## src/rtl/max2_frame_sched_if.sv

```systemverilog
// Sample/result handshake bundle for max2_frame_sched.
// m_count exists only when MAX2_FRAME_CNT_EN is defined.
interface max2_frame_sched_if #(
    parameter int DATA_W  = 32,
    parameter int MAX_LEN = 16
);
    localparam int CW = $clog2(MAX_LEN + 1);

    logic              s_valid;
    logic              s_ready;
    logic [DATA_W-1:0] s_data;
    logic              s_last;
    logic              m_valid;
    logic              m_ready;
    logic [DATA_W-1:0] m_max;
    logic [DATA_W-1:0] m_second;
    logic              m_has_second;
    logic              m_trunc;
`ifdef MAX2_FRAME_CNT_EN
    logic [CW-1:0]     m_count;
`endif

    modport master (
        output s_valid, s_data, s_last, m_ready,
        input  s_ready, m_valid, m_max, m_second,
        input  m_has_second, m_trunc
`ifdef MAX2_FRAME_CNT_EN
        , input m_count
`endif
    );

    modport slave (
        input  s_valid, s_data, s_last, m_ready,
        output s_ready, m_valid, m_max, m_second,
        output m_has_second, m_trunc
`ifdef MAX2_FRAME_CNT_EN
        , output m_count
`endif
    );
endinterface

```

## src/rtl/max2_frame_sched.sv

```systemverilog
// Per-frame largest / strictly-second-largest tracker with result handshake.
// Define MAX2_FRAME_CNT_EN to expose the frame sample count on m_count.
module max2_frame_sched #(
    parameter int DATA_W  = 32,
    parameter int MAX_LEN = 16
) (
    input logic clk,
    input logic reset,
    max2_frame_sched_if.slave bus
);
    localparam int CW = $clog2(MAX_LEN + 1);
    localparam logic [CW-1:0] LEN_C = CW'(MAX_LEN);

    localparam logic [1:0] S_IDLE   = 2'd0;
    localparam logic [1:0] S_ACCUM  = 2'd1;
    localparam logic [1:0] S_REPORT = 2'd2;

    logic [1:0]        state;
    logic [DATA_W-1:0] acc_max;
    logic [DATA_W-1:0] acc_sec;
    logic              acc_has;
    logic [CW-1:0]     cnt;

    logic [DATA_W-1:0] o_max;
    logic [DATA_W-1:0] o_sec;
    logic              o_has;
    logic              o_trunc;
    logic [CW-1:0]     o_cnt;

    logic              idle;
    logic              accept;
    logic              closing;
    logic              grow;
    logic              ins;
    logic [DATA_W-1:0] d;
    logic [DATA_W-1:0] nx_max;
    logic [DATA_W-1:0] nx_sec;
    logic              nx_has;
    logic [CW-1:0]     cnt_nx;

    assign d       = bus.s_data;
    assign idle    = (state == S_IDLE);
    assign accept  = bus.s_valid & bus.s_ready;
    assign cnt_nx  = idle ? CW'(1) : cnt + CW'(1);
    assign closing = bus.s_last | (cnt_nx == LEN_C);
    assign grow    = !idle && (d > acc_max);
    assign ins     = !idle && (acc_max > d)
                   && (!acc_has || d > acc_sec);

    // Duplicates of max or second fall through to default.
    always_comb begin
        nx_max = acc_max;
        nx_sec = acc_sec;
        nx_has = acc_has;
        unique case (1'b1)
            idle: begin
                nx_max = d;
                nx_sec = '0;
                nx_has = 1'b0;
            end
            grow: begin
                nx_sec = acc_max;
                nx_has = 1'b1;
                nx_max = d;
            end
            ins: begin
                nx_sec = d;
                nx_has = 1'b1;
            end
            default: ;
        endcase
    end

    always_ff @(posedge clk or negedge reset) begin
        if (!reset) begin
            state   <= S_IDLE;
            acc_max <= '0;
            acc_sec <= '0;
            acc_has <= 1'b0;
            cnt     <= '0;
            o_max   <= '0;
            o_sec   <= '0;
            o_has   <= 1'b0;
            o_trunc <= 1'b0;
            o_cnt   <= '0;
        end else begin
            unique case (state)
                S_IDLE, S_ACCUM: begin
                    if (accept) begin
                        acc_max <= nx_max;
                        acc_sec <= nx_sec;
                        acc_has <= nx_has;
                        cnt     <= cnt_nx;
                        if (closing) begin
                            state   <= S_REPORT;
                            o_max   <= nx_max;
                            o_sec   <= nx_sec;
                            o_has   <= nx_has;
                            o_trunc <= ~bus.s_last;
                            o_cnt   <= cnt_nx;
                        end else begin
                            state <= S_ACCUM;
                        end
                    end
                end
                S_REPORT: begin
                    if (bus.m_ready) state <= S_IDLE;
                end
                default: state <= S_IDLE;
            endcase
        end
    end

    assign bus.s_ready      = reset & (state != S_REPORT);
    assign bus.m_valid      = (state == S_REPORT);
    assign bus.m_max        = o_max;
    assign bus.m_second     = o_sec;
    assign bus.m_has_second = o_has;
    assign bus.m_trunc      = o_trunc;
`ifdef MAX2_FRAME_CNT_EN
    assign bus.m_count      = o_cnt;
`else
    logic unused_cnt;
    assign unused_cnt = ^o_cnt;
`endif
endmodule

```

## src/flat_wrapper.sv

```systemverilog
// flat-port wrapper written by rule: the top's interface ports become plain ports
module max2_frame_sched_flat 
#(
    parameter int DATA_W  = 32,
    parameter int MAX_LEN = 16
)
  (clk, reset, bus_s_valid, bus_s_data, bus_s_last, bus_m_ready, bus_s_ready, bus_m_valid, bus_m_max, bus_m_second, bus_m_has_second, bus_m_trunc);
  max2_frame_sched_if #(.DATA_W(DATA_W), .MAX_LEN(MAX_LEN)) bus_i ();
  input logic clk;
  input logic reset;
  input wire logic [$bits(bus_i.s_valid)-1:0] bus_s_valid;
  input wire logic [$bits(bus_i.s_data)-1:0] bus_s_data;
  input wire logic [$bits(bus_i.s_last)-1:0] bus_s_last;
  input wire logic [$bits(bus_i.m_ready)-1:0] bus_m_ready;
  output wire logic [$bits(bus_i.s_ready)-1:0] bus_s_ready;
  output wire logic [$bits(bus_i.m_valid)-1:0] bus_m_valid;
  output wire logic [$bits(bus_i.m_max)-1:0] bus_m_max;
  output wire logic [$bits(bus_i.m_second)-1:0] bus_m_second;
  output wire logic [$bits(bus_i.m_has_second)-1:0] bus_m_has_second;
  output wire logic [$bits(bus_i.m_trunc)-1:0] bus_m_trunc;
  assign bus_i.s_valid = bus_s_valid;
  assign bus_i.s_data = bus_s_data;
  assign bus_i.s_last = bus_s_last;
  assign bus_i.m_ready = bus_m_ready;
  assign bus_s_ready = bus_i.s_ready;
  assign bus_m_valid = bus_i.m_valid;
  assign bus_m_max = bus_i.m_max;
  assign bus_m_second = bus_i.m_second;
  assign bus_m_has_second = bus_i.m_has_second;
  assign bus_m_trunc = bus_i.m_trunc;
  max2_frame_sched #(.DATA_W(DATA_W), .MAX_LEN(MAX_LEN)) u_core (.clk(clk), .reset(reset), .bus(bus_i));
endmodule
```

## config.mk

```make
export PLATFORM = sky130hd
export DESIGN_NAME = max2_frame_sched_flat
export DESIGN_NICKNAME = d
export VERILOG_FILES = /design/src/rtl/max2_frame_sched_if.sv /design/src/rtl/max2_frame_sched.sv /design/src/flat_wrapper.sv
export SDC_FILE = /design/constraint.sdc
export NUM_CORES = 1
export LEC_CHECK = 0
export ABC_AREA = 1
export CAP_MARGIN = 20
export CORE_ASPECT_RATIO = 1.25
export CORE_MARGIN = 8
export CORE_UTILIZATION = 40
export CTS_CLUSTER_DIAMETER = 100
export DETAILED_ROUTE_END_ITERATION = 10
export PLACE_DENSITY = 0.68
export SYNTH_ARGS = -nofsm -noshare
export SYNTH_HDL_FRONTEND = slang
export SYNTH_SLANG_ARGS = --single-unit
```

## constraint.sdc

```tcl
create_clock -name clk -period 2.8 [get_ports clk]
set_input_delay 0.42 -clock clk [delete_from_list [all_inputs] [get_ports clk]]
set_output_delay 0.42 -clock clk [all_outputs]
set_load 0.03 [all_outputs]
```

Yosys cells after proc, flatten, opt, wreduce, memory -nomap -nowiden
Cells that the tools add are included.
{"block": "classes", "order_cmp": 3, "mul": 0, "shifts": 0, "add_sub_neg": 1, "n_reduce_logical": 13, "n_eq_ne": 6, "div_mod_pow": 0, "n_bitwise": 4, "muxes": 8}
{"operator": "$gt 32x32->1", "count": 3}
{"operator": "$pmux 32 s3", "count": 1}
{"operator": "$mux 32", "count": 1}
{"operator": "$mux 2", "count": 3}
{"operator": "$reduce_or 2->1", "count": 3}
{"operator": "$add 5x1->5 const B", "count": 1}
{"operator": "$eq 5x5->1 const B", "count": 1}
{"operator": "$mux 5", "count": 1}
{"operator": "$ne 2x2->1 const B", "count": 2}
{"operator": "$pmux 2 s2", "count": 1}
{"operator": "$reduce_and 2->1", "count": 2}
{"operator": "$logic_and 1x1->1", "count": 3}
{"operator": "$reduce_and 3->1", "count": 1}
{"operator": "$and 1x1->1", "count": 2}
{"operator": "$eq 2x1->1 const B", "count": 1}
{"operator": "$eq 2x2->1 const B", "count": 1}
{"operator": "$logic_not 1->1", "count": 2}
{"operator": "$logic_not 2->1", "count": 1}
{"operator": "$ne 2x1->1 const B", "count": 1}
{"operator": "$pmux 1 s2", "count": 1}
{"operator": "$logic_or 1x1->1", "count": 1}
{"operator": "$not 1->1", "count": 1}
{"operator": "$or 1x1->1", "count": 1}
{"block": "totals", "reg_bits": 138, "ram_bits": 0, "n_memories": 0, "mem_bits_ro": 0, "latchBits": 0, "word_cells": 44, "inputBits": 37, "out_inout_bits": 68}

Logic depth before layout (Yosys ltp)
{"block": "depth", "word_depth": 7, "mapped_depth": 22, "mapped_depth_nobuf": 21}

Worst setup path before layout
Ideal clock, no wire load.
{"block": "synth_path", "path_kind": "register to register", "from": "register u_core.state[1]", "to": "register u_core.o_sec[22] (netlist: u_core.bus.m_second[22])", "t_arrival_ns": 2.169, "slack_ns": 0.566, "required_ns": 2.734, "stages_incl_launch_ff": 12, "synth_period_minus_slack_ns": 2.234, "cell_sequence": "dfrtp_1 > inv_1 > nor2_1 > nor2_1 > nand2_1 > nor2_1 > nand2_1 > buf_2 > inv_1 > buf_1 > nand2_1 > nand2_1"}
{"block": "synth_between", "word_cells_on_any_way": 15, "classes_between": "eq/ne: 3; mux: 2; bitwise: 3; reduce/logical: 7"}
{"element": "start: declaration", "line": "max2_frame_sched.sv:18", "source": "logic [1:0] state;"}
{"element": "start signal: assignment", "line": "max2_frame_sched.sv:76", "source": "state <= S_IDLE;"}
{"element": "start signal: assignment", "line": "max2_frame_sched.sv:95", "source": "state <= S_REPORT;"}
{"element": "start signal: assignment", "line": "max2_frame_sched.sv:102", "source": "state <= S_ACCUM;"}
{"element": "$ne 2x2->1", "line": "max2_frame_sched.sv:114", "source": "assign bus.s_ready = reset & (state != S_REPORT);"}
{"element": "$and 1x1->1", "line": "max2_frame_sched.sv:114"}
{"element": "via bus_s_ready", "line": "flat_wrapper.sv:15", "source": "output wire logic [$bits(bus_i.s_ready)-1:0] bus_s_ready;"}
{"element": "$and 1x1->1", "line": "max2_frame_sched.sv:43", "source": "assign accept = bus.s_valid & bus.s_ready;"}
{"element": "$reduce_and 3->1 (no source line)"}
{"element": "end signal: assignment", "line": "max2_frame_sched.sv:97", "source": "o_sec <= nx_sec;"}
{"element": "end: declaration", "line": "max2_frame_sched.sv:25", "source": "logic [DATA_W-1:0] o_sec;"}
The timed path passes the listed nets, and every way through them passes these cells.
A chain may end at the register's enable or synchronous reset.

Worst setup path in the final report
{"block": "layout_path", "from": "input bus_s_data[27]", "to": "register u_core.acc_max[9]"}
{"block": "layout_between", "elab_chain_cells": 4}
{"element": "start: declaration", "line": "flat_wrapper.sv:12", "source": "input wire logic [$bits(bus_i.s_data)-1:0] bus_s_data;"}
{"element": "$gt 32x32->1", "line": "max2_frame_sched.sv:46", "source": "assign grow = !idle && (d > acc_max);"}
{"element": "$logic_and 1x1->1", "line": "max2_frame_sched.sv:46"}
{"element": "$reduce_or 2->1 (no source line)"}
{"element": "$mux 32", "line": "max2_frame_sched.sv:55", "source": "unique case (1'b1)"}
{"element": "end signal: assignment", "line": "max2_frame_sched.sv:90", "source": "acc_max <= nx_max;"}
{"element": "end: declaration", "line": "max2_frame_sched.sv:19", "source": "logic [DATA_W-1:0] acc_max;"}
Every way passes these cells.

==> metrics.md <==
| Metric | Value |
|---|---|
| Status | `completed` |
| 1st-iter DRT viols | `~480` |
| DP Cell Count | `1488` |
| Critical path type | `input pin to flop` |
| Most common library cells after synthesis | `437 x nand2_1, 138 x dfrtp_1, 115 x inv_1, 94 x o21ai_1, 70 x nand3_1` |
| Power Total | `10500 uW` |
| Largest net degree at the start of global routing | `56` |
| RSZ-0062 raised after global routing | `no` |
| Layout Skew | `around 0.0085 ns` |
| Top FF cell, synth | `dfrtp_1` |
| Max IR drop VDD | `0.606 mV` |
| Routed len/inst | `~15 um` |
| Layout cells sized above 1 | `8.89%` |
| Top achievable clock speed | `between 0.3 and 0.4 GHz` |
| Clock Path Buffers | `2` |
| Port bufs | `around 100` |
| H-tree Lvls | `4` |
| Max-cap violation count | `0` |
| Worst R2R End | `u_core.acc_max[9]` |
| Total Die Area | `25100 um2` |
| Drt pass-1 iters | `5` |
| Max FO, Critical Path | `41` |
| Cell taking the most area after synthesis | `dfrtp_1` |
| Area share of the largest cell type after synthesis | `42.5%` |
| ANT cells | `0` |
| Filler cells | `1919` |
| Most used cell, CP | `nand2_1` |
| Synthesized area per cell | `7.36 um2` |
| Post-Layout Inst Area | `10400 um2` |
| All-Layer GR Usage | `19.2%` |
| GRT overflow | `0` |
| Switching Fraction | `42.0%` |
| Core ar. | `20000 um2` |
| Ranking of synthesized cells by area | `dfrtp_1 43%, nand2_1 20%, ha_1 10%` |
| Worst-margin pin slew | `around 0.74 ns` |
| Ys async rst share | `100%` |
| Clock power frac | `21.9%` |
| Drt total wl | `23000 um` |
| Fin crit period | `2.53 ns` |
| # clock sinks | `138` |
| Pleak | `between 0.005 and 0.006 uW` |
| Int Power | `6080 uW` |
| DPL Wire Length | `16100 um` |
| Most frequent cell after synthesis | `nand2_1` |
| Final setup TNS | `0 ns` |
| CTS Root Cell | `clkbuf_16` |
| Synth Cell Area | `8120 um2` |
| CTS clk-pin slew, worst paths | `0.06 ns` |
| Fin crit share | `90.4%` |
| GPL Wtd Cong | `0.865` |
| Power density cells | `slightly above 1000 nW/um2` |
| Die H | `175 um` |
| Non-Filler Instances | `between 1500 and 2000` |
| Worst setup SP type | `input pin` |
| FP Rows | `58` |
| Post-Syn Instances | `1103` |
| Synth warnings | `0` |
| First-pass GRT wire length | `38300 um` |
| Hold Path Class | `input pin to async pin` |
| R2R cell count | `15` |
| P&R area growth vs syn | `28.1%` |
| CP required | `3.10 ns` |
| Seq/Total Area, Yosys | `42.5%` |
| DR vias/cell | `between 4 and 5` |
| Chip Width | `143 um` |
| Placed Area | `9810 um2` |
| Post-synth EDFFs | `0` |
| Antenna Nets Post-Route | `0` |
| CTS tree | `built` |
| Routed via count | `7565` |
| Crit-path max cell delay | `0.47 ns` |
| Crit-path slowest cell | `clkdlybuf4s50_1` |
| Worst-Skew Late Latency | `0.43 ns` |
| Starting density of the core | `around two fifths` |
| Reg2Reg Setup Slack | `approximately 0.27 ns` |
| Pins Over Slew Limit | `0` |
| Combinational group share of total power | `46.4%` |
| Num CTS Buffers | `17` |
| Sw power | `4400 uW` |
| Initial antenna violation count | `0` |
| Count of final hold-check violations | `0` |
| Synth Net Count | `1205` |
| Crit path cell chain | `clkdlybuf4s50_1, ha_1, nand2_1, inv_1, nand4_1, nor3b_2, nand4_2, nand2_1, nand2_2, inv_2, buf_12, nand2_1, o21ai_1, buf_4, o21ai_1` |
| Vias in the first global route | `~7700` |
| Worst Path Arrival | `2.83 ns` |
| Fin nets | `1339` |
| Yosys reg bits | `around 140` |
| Power share of the sequential group | `31.7%` |
| # DRC | `0` |
| Final hold slack | `around 0.076 ns` |
| Netlist cell types | `27` |
| Slew headroom | `50.7%` |
| CTS Hold Bufs | `0` |
| FF-to-FF Start | `u_core.acc_max[31]` |
| Final setup vio count | `0` |
| IO Pins | `~110` |
| CP Capture Type | `flop` |
## cell usage in the layout, fill, tap and decap left out, types with 2 or more instances in the layout
master / netlist / final
clkinvlp_4: 0 / 3
inv_1: 115 / 114
a21oi_1: 29 / 29
o21a_1: 3 / 3
clkinv_4: 0 / 2
clkdlybuf4s50_1: 0 / 103
inv_2: 2 / 3
ha_1: 65 / 65
dfrtp_1: 138 / 138
o21ai_0: 16 / 16
nor2_2: 1 / 4
clkinv_2: 0 / 4
nand2_2: 2 / 2
nand2_1: 437 / 436
o21bai_1: 3 / 3
bufinv_16: 0 / 3
o21ai_1: 94 / 94
nand3_1: 70 / 70
clkbuf_16: 0 / 17
nor2_1: 26 / 23
nand4_1: 37 / 37
nor3_1: 2 / 2
buf_4: 3 / 64
buf_12: 0 / 4
## power by group through the flow
stage	clock (uW)	sequential [uW]	combinational [uW]
2_1_floorplan	0	3990	2340
3_3_place_gp	0	3330	4790
3_5_place_dp	0	3330	4870
4_1_cts	2330	3320	4910
5_1_grt	2420	3410	5450
6_report	2300	3320	4860
## stage by stage
step	utilization, %	setup WS [ns]
after detailed placement	49.0	-0.216
after floorplan	-	0.566
after global routing	51.9	0.0392
final	51.9	0.268
after CTS	51.9	0.205
after global placement	49.0	-0.188
## what timing repair did
item	CTS	global route
resized for setup	0	1
endpoints found under the setup margin	0	1
setup buffers	0	0
hold endpoints to repair	0	0
## per-layer routing
metal | GRT usage, % | part of all wire, % | up-vias
li1 | - | - | 3816
met1 | 23.0 | 43 | 3498
met2 | 33.4 | 49 | 211
met3 | 3.69 | 5.0 | 40
met4 | 6.72 | 2.2 | 0
met5 | 0 | 0 | -
## worst max-delay path by stage
stage / startpoint / endpoint / slack (ns) / cells past startpoint
after detailed placement: bus_s_data[31] / u_core.bus.m_max[9] / -0.22 / 15
final: bus_s_data[27] / u_core.acc_max[9] / 0.27 / 15
after CTS: u_core.acc_max[31] / u_core.acc_max[9] / 0.21 / 15
after global routing: bus_s_data[9] / u_core.bus.m_second[10] / 0.04 / 19
after global placement: bus_s_data[30] / u_core.bus.m_max[9] / -0.19 / 15
after floorplan: u_core.state[1] / u_core.bus.m_second[22] / 0.57 / 11
## flip-flops by register name, summed over array words and instances, names as in the netlist
register / cells
u_core.acc_sec: 32
u_core.acc_has: 1
u_core.cnt: 5
u_core.bus.m_has_second: 1
u_core.bus.m_second: 32
u_core.acc_max: 32
u_core.state: 2
u_core.bus.m_trunc: 1
u_core.bus.m_max: 32
## worst max-delay path: cells and delay by family
family	cells	cell delay [ns]
and+or+nand+nor	7	0.91
AOI/OAI and AO/OA	2	0.13
adders and majority gates	1	0.34
buffers and inverters	5	1.00
## final cells by class
type | count | area (um2) | area share (%)
Tap cell | 270 | 338 | 3.25
Clock inverter | 12 | 150 | 1.44
Timing Repair Buffer | 172 | 1600 | 15.4
Multi-Input combinational cell | 791 | 3980 | 38.2
Sequential cell | 138 | 3450 | 33.2
Clock buffer | 19 | 443 | 4.26
Inverter | 117 | 439 | 4.22
## logic make-up (layout without fill, tap and decap cells)
logic type,after synthesis,after routing,synth area share (%)
AOI/OAI and AO/OA,149,149,9.52
adders and majority gates,65,65,10.0
buffers and inverters,174,320,8.71
DFF,138,138,42.5
and+or+nand+nor,577,577,29.2
Note: power is estimated with default switching activity, not from simulation.
==> RTL change 1: new RTL, same settings <==
`MAX_LEN` is set to 16 in 3 places; all go to 8.
--- a/src/rtl/max2_frame_sched_if.sv
+++ b/src/rtl/max2_frame_sched_if.sv
@@ -2,7 +2,7 @@
 // m_count exists only when MAX2_FRAME_CNT_EN is defined.
 interface max2_frame_sched_if #(
     parameter int DATA_W  = 32,
-    parameter int MAX_LEN = 16
+    parameter int MAX_LEN = 8
 );
     localparam int CW = $clog2(MAX_LEN + 1);
 
--- a/src/rtl/max2_frame_sched.sv
+++ b/src/rtl/max2_frame_sched.sv
@@ -2,7 +2,7 @@
 // Define MAX2_FRAME_CNT_EN to expose the frame sample count on m_count.
 module max2_frame_sched #(
     parameter int DATA_W  = 32,
-    parameter int MAX_LEN = 16
+    parameter int MAX_LEN = 8
 ) (
     input logic clk,
     input logic reset,
--- a/src/flat_wrapper.sv
+++ b/src/flat_wrapper.sv
@@ -2,7 +2,7 @@
 module max2_frame_sched_flat 
 #(
     parameter int DATA_W  = 32,
-    parameter int MAX_LEN = 16
+    parameter int MAX_LEN = 8
 )
   (clk, reset, bus_s_valid, bus_s_data, bus_s_last, bus_m_ready, bus_s_ready, bus_m_valid, bus_m_max, bus_m_second, bus_m_has_second, bus_m_trunc);
   max2_frame_sched_if #(.DATA_W(DATA_W), .MAX_LEN(MAX_LEN)) bus_i ();
Formal check against the unedited RTL: same outputs for any inputs over 4 cycles, from zero or initial values and one cycle with reset low; that may be too few to reach the edited logic, so the function may still have changed.
==> RTL change 1 against the original RTL <==
  * Final cell count shrank 0.46%
  * Wire length decreased by 2.5%
  * Worst setup slack got worse by 0.13 ns
  * Non-clock buffer count stayed put
  * Utilization shrank 0.29 points
  * Design area is 0.91% lower
  * Synthesized area is 0.69% lower
  * Synthesized cell count shrank 0.82%
  * Hold slack gained 0.36 ns
  * Power up 11%
  * Critical path depth fell by 10
  * Fmax is 4.9% lower
  * Sequential cell count shrank 1
  * Critical path type is now in2out
==> RTL change 1: results (changes against the original RTL) <==
The kind of cell adding the most delay to the critical path was buffers and inverters (unchanged). The proportion of synthesized chip area in sequential cells is 42.5% (about the same). The worst min-delay path category was in2async (unchanged). The clock buffer count from CTS was 17 (unchanged); the post-synthesis share of cell area spent on full adders, half adders and majority gates was 10.1% (was 10.0%). Xor and xnor area share after synthesis: 0% (unchanged).

For the largest net degree at the start of global routing, the log shows 100 (was 56). The run gives 9720 sq um (was 9810 sq um) as the instance area at placement. The tools report the initial antenna violation count as 0 (unchanged).

The logs give 51.8% (was 50.7%) for the headroom to the max-slew limit and 0 (unchanged) for the total inserted antenna cells. The compound-cell area share of the yosys netlist came out at 9.40% (was 9.52%). The count of port buffers added during placement came out at 104 (unchanged). The leakage power was 5.30 nW (was 5.33 nW); the overall via count from detail_route was 7,555 (was 7,565). For the total nets after synthesis, the log shows 1,196 (was 1,205). Top cells by count, synth: nand2_1 (430), dfrtp_1 (137), inv_1 (115) (was nand2_1 (437), dfrtp_1 (138), inv_1 (115)). The critical path arrival was 2.24 ns (was 2.83 ns). The later-pin clock latency in the skew report is 0.43 ns (about the same).

The share of flip-flops with an asynchronous set or reset is 100% (unchanged), and the DRC violation total after the first TritonRoute iteration is 567 (was 477). The unique cell type count in the Yosys netlist came out at 26 (was 27). Clock-pin slew was measured on the worst setup and hold paths at 0.05 ns. The H-tree depth reported by CTS is 4 (unchanged), and the total number of yosys warnings is 0 (unchanged). The flip-flop cell with the highest count after synthesis was dfrtp_1 (unchanged). The total routing usage reported by global routing is 18.7% (was 19.2%). Clock root buffer: clkbuf_16 (unchanged).

The first-pass GRT wire length was 37.3 mm (was 38.3 mm); the stage delay of the slowest cell on the critical path was 0.70 ns (was 0.47 ns). The proportion of layout cells with a drive suffix above 1 was 8.53% (was 8.89%); the maximum number of buffers from clock root to sink was 2 (unchanged). The average wire per standard cell is 14.8 microns (was 15.1 microns), and the final setup skew is 0.00731 ns (was 0.00851 ns). The top fanout value on the critical path came out at 31 (was 41). Routability congestion estimate: 0.819 (was 0.865). Main area contributors after synthesis: dfrtp_1 (43%), nand2_1 (20%), ha_1 (10%) (unchanged). Standard cell with the maximum stage delay on the critical path: clkdlybuf4s50_1 (unchanged). The worst slack after detailed placement is -0.217 ns (was -0.216 ns). Depth of the most critical reg-to-reg path: 14 (was 15). The number of gates resized after cts came out at 0 (unchanged). For the worst voltage drop across the vdd grid, the log shows 0.683 mV (was 0.606 mV). The count of TritonRoute iterations in the first routing pass is 5 (unchanged), and the mux share of post-synthesis cell area is 0% (unchanged). Via count of the first global-routing pass: 7,512 (was 7,654).

The number of nets in the layout is 1,332 (was 1,339), and the half-perimeter wire length after detailed placement is 15.1 mm (was 16.1 mm). The flow ran to the end, and the final reports show no timing, DRC or antenna violations.
-- RTL change 1: what timing repair did --
action,in CTS,in global routing
buffers inserted,0,0
endpoints found under the hold margin,28,0
hold buffers,1,0
-- RTL change 1: per-stage QoR --
step | power (mW) | TNS, ns | cells
3_5_place_dp | 9.40 | -20.84 | 1480
3_3_place_gp | 9.29 | -14.67 | 1480
6_report | 11.6 | 0 | 1512
5_1_grt | 12.5 | 0 | 1512
4_1_cts | 11.7 | 0 | 1512
2_1_floorplan | 7.23 | 0 | 1094
-- RTL change 1: metal layers --
layer	GRT usage [%]	up-vias	part of all wire, %
met1	23.1	3518	44
met2	31.0	216	48
met5	0	-	0
li1	-	3787	-
met3	3.85	34	5.7
met4	7.37	0	2.4
-- RTL change 1: cells by family after synthesis --
logic type               after synthesis
adder cells (fa/ha/maj)               65
flip-flops                           137
AO/OA/AOI/OAI                        148
AND/OR/NAND/NOR                      570
buffers and inverters                174
-- RTL change 1: where the power goes --
part           switching (mW)  internal, mW  leakage, nW
registers               0.637          2.89         1.75
logic                    3.57          2.28         3.27
clock network           0.850          1.37        0.279
total                    5.06          6.53         5.30
-- RTL change 1: area by class of cell --
class	instances	area (sq um)
Fill cell	1935	9650
Multi-Input combinational cell	783	3930
Sequential cell	137	3430
Timing Repair Buffer	172	1590
Clock buffer	23	478
Inverter	119	447
Tap cell	270	338
Clock inverter	8	95.1
-- RTL change 1: path summary, 6_finish.rpt --
path | startpoint | endpoint | slack (ns)
worst max-delay path | reset | bus_s_ready | 0.14
max in group asynchronous | reset | u_core.acc_sec[24] | 1.33
min in group clk | u_core.bus.m_second[3] | u_core.bus.m_second[3] | 0.47
worst min-delay path | reset | u_core.bus.m_second[2] | 0.44
worst min register to register | u_core.bus.m_second[3] | u_core.bus.m_second[3] | 0.47
worst max register to register | u_core.acc_max[31] | u_core.bus.m_max[10] | 0.26
==> RTL change 2: new RTL, same flow settings <==
Made on the original files. Reset style: synchronous (`reset`), changed in one clocked block.
--- a/src/rtl/max2_frame_sched.sv
+++ b/src/rtl/max2_frame_sched.sv
@@ -71,7 +71,7 @@
         endcase
     end
 
-    always_ff @(posedge clk or negedge reset) begin
+    always_ff @(posedge clk) begin
         if (!reset) begin
             state   <= S_IDLE;
             acc_max <= '0;
Check against the original RTL: differs if reset is asserted again (counterexample within 4 cycles, from zero or initial values and one cycle with reset low); with reset held inactive, the same outputs for 4 cycles.
==> RTL change 2 against the original RTL <==
  * Hold slack better by 0.39 ns
  * Sequential cell count unchanged
  * Synthesized area rose by 2.5%
  * Wire length down 0.14%
  * Via count is 8.8% higher
  * Design area up 2.0%
  * Synthesized cell count increased by 19%
  * Worst setup slack got worse by 0.078 ns
  * Critical endpoint is now u_core.acc_sec[17]
  * Highest routed layer unchanged
Power is not compared: it rests on default switching activity, and its combinational part moved more than twofold at a synthesized area within 25%.
==> RTL change 2: results (changes against the original RTL) <==
Post-synthesis instance total: 1,312 (was 1,103). Unique cell type count in the Yosys netlist: 29 (was 27). For the routed wire length, the log shows 23.0 mm (about the same). The tools report the critical path startpoint as bus_s_data[30] (was bus_s_data[27]). For the number of inserted filler cells in the final layout, the log shows 2,041 (was 1,919).

The share of flip-flops with an asynchronous set or reset was 0% (was 100%); the instance area at placement was 9970 sq um (was 9810 sq um). The slack of the worst reg-to-reg path came out at 0.30 ns (was 0.27 ns). The end of the critical path was u_core.acc_sec[17] (was u_core.acc_max[9]). Via count of the first global-routing pass: 7,867 (was 7,654). The worst min-delay path category was reg2reg (was in2async). The number of gates resized after cts is 2 (was 0), and the critical path arrival is 2.94 ns (was 2.83 ns). Start of the worst register-to-register path: u_core.acc_sec[19] (was u_core.acc_max[31]). The final setup skew was 0.0109 ns (was 0.00851 ns); the first-pass GRT wire length was 38.0 mm (was 38.3 mm).

Main area contributors after synthesis: dfxtp_1 (33%), inv_1 (12%), nand2_1 (11%) (was dfrtp_1 (43%), nand2_1 (20%), ha_1 (10%)). The half-perimeter wire length after detailed placement came out at 15.9 mm (was 16.1 mm). Top cells by count, synth: inv_1 (277), nand2_1 (240), nor2_1 (157) (was nand2_1 (437), dfrtp_1 (138), inv_1 (115)). For the proportion of synthesized chip area in sequential cells, the log shows 33.2% (was 42.5%).

The proportion of layout cells with a drive suffix above 1 was 7.73% (was 8.89%); the number of nets in the layout was 1,538 (was 1,339). The top fanout value on the critical path was 11 (was 41); the post-synthesis share of cell area spent on full adders, half adders and majority gates was 9.77% (was 10.0%). The largest net degree at the start of global routing was 135 (was 56); the total nets after synthesis was 1,414 (was 1,205). The transition time at the pin with the least slew margin was 1.00 ns (was 0.739 ns). The xor and xnor area share after synthesis is 0.105% (was 0%). The post-CTS clock slew at the launch and capture registers of the worst setup and hold paths is 0.06 ns (about the same). The compound-cell area share of the yosys netlist is 13.2% (was 9.52%). Critical register-to-register path endpoint: u_core.acc_sec[17] (was u_core.acc_max[9]). The run finished with clean final reports. The logs give 0 (unchanged) for the number of post-CTS setup repair buffers and 490 (was 477) for the DRC violation total after the first TritonRoute iteration. The routability congestion estimate is 0.810 (was 0.865). The depth of the most critical reg-to-reg path works out to 17 (was 15). Average wire per standard cell: 13.3 microns (was 15.1 microns).

The overall via count from detail_route came out at 8,228 (was 7,565).
-- RTL change 2: per-layer routing --
layer,vias to the layer above,track usage (%),wire [microns]
met5,-,0,0
met4,0,6.35,403
met3,28,3.65,1170
met2,169,31.7,11200
met1,3717,21.0,10200
li1,4314,-,-
-- RTL change 2: worst min path at each step --
stage | start | to | slack [ns] | cells after the start
floorplan | u_core.cnt[4] | u_core.cnt[4] | 0.44 | 2
global placement | u_core.cnt[4] | u_core.cnt[4] | 0.45 | 2
detailed placement | u_core.cnt[4] | u_core.cnt[4] | 0.46 | 2
CTS | u_core.cnt[4] | u_core.cnt[4] | 0.46 | 2
global route | u_core.cnt[4] | u_core.cnt[4] | 0.48 | 2
finish | u_core.cnt[4] | u_core.cnt[4] | 0.46 | 2
-- RTL change 2: stage by stage --
stage / total power, mW / setup WS, ns
after floorplan: 2.86 / 0.569
after global placement: 3.25 / -0.337
after global routing: 5.92 / 0.0167
after detailed placement: 3.26 / -0.434
final: 5.62 / 0.189
after CTS: 5.68 / 0.0729
-- RTL change 2: report_power, final --
part,internal (mW),switching [mW]
combinational,0.431,0.635
clock,1.51,0.882
sequential,2.09,0.0783
-- RTL change 2: cell families after synthesis --
group / count (synthesis)
and+or+nand+nor: 549
AOI/OAI and AO/OA: 214
buffers and inverters: 345
DFF: 138
adders and majority gates: 65
xor gates and xnor gates: 1
-- RTL change 2: area by class of cell --
type	count	area (sq um)	share of cell area [%]
timing repair buffer	168	1590	14.9
sequential	138	2760	26.0
tap	274	343	3.23
inverter	282	1060	10.0
clock inverter	11	170	1.60
multi-input combinational	829	4240	39.9
clock buffer	20	447	4.21
-- RTL change 2: worst max-delay path, delay by kind of cell --
kind                     cells  cell delay, ns
AND/OR/NAND/NOR             11            1.20
buffers and inverters        5            1.01
adder cells (fa/ha/maj)      1            0.32
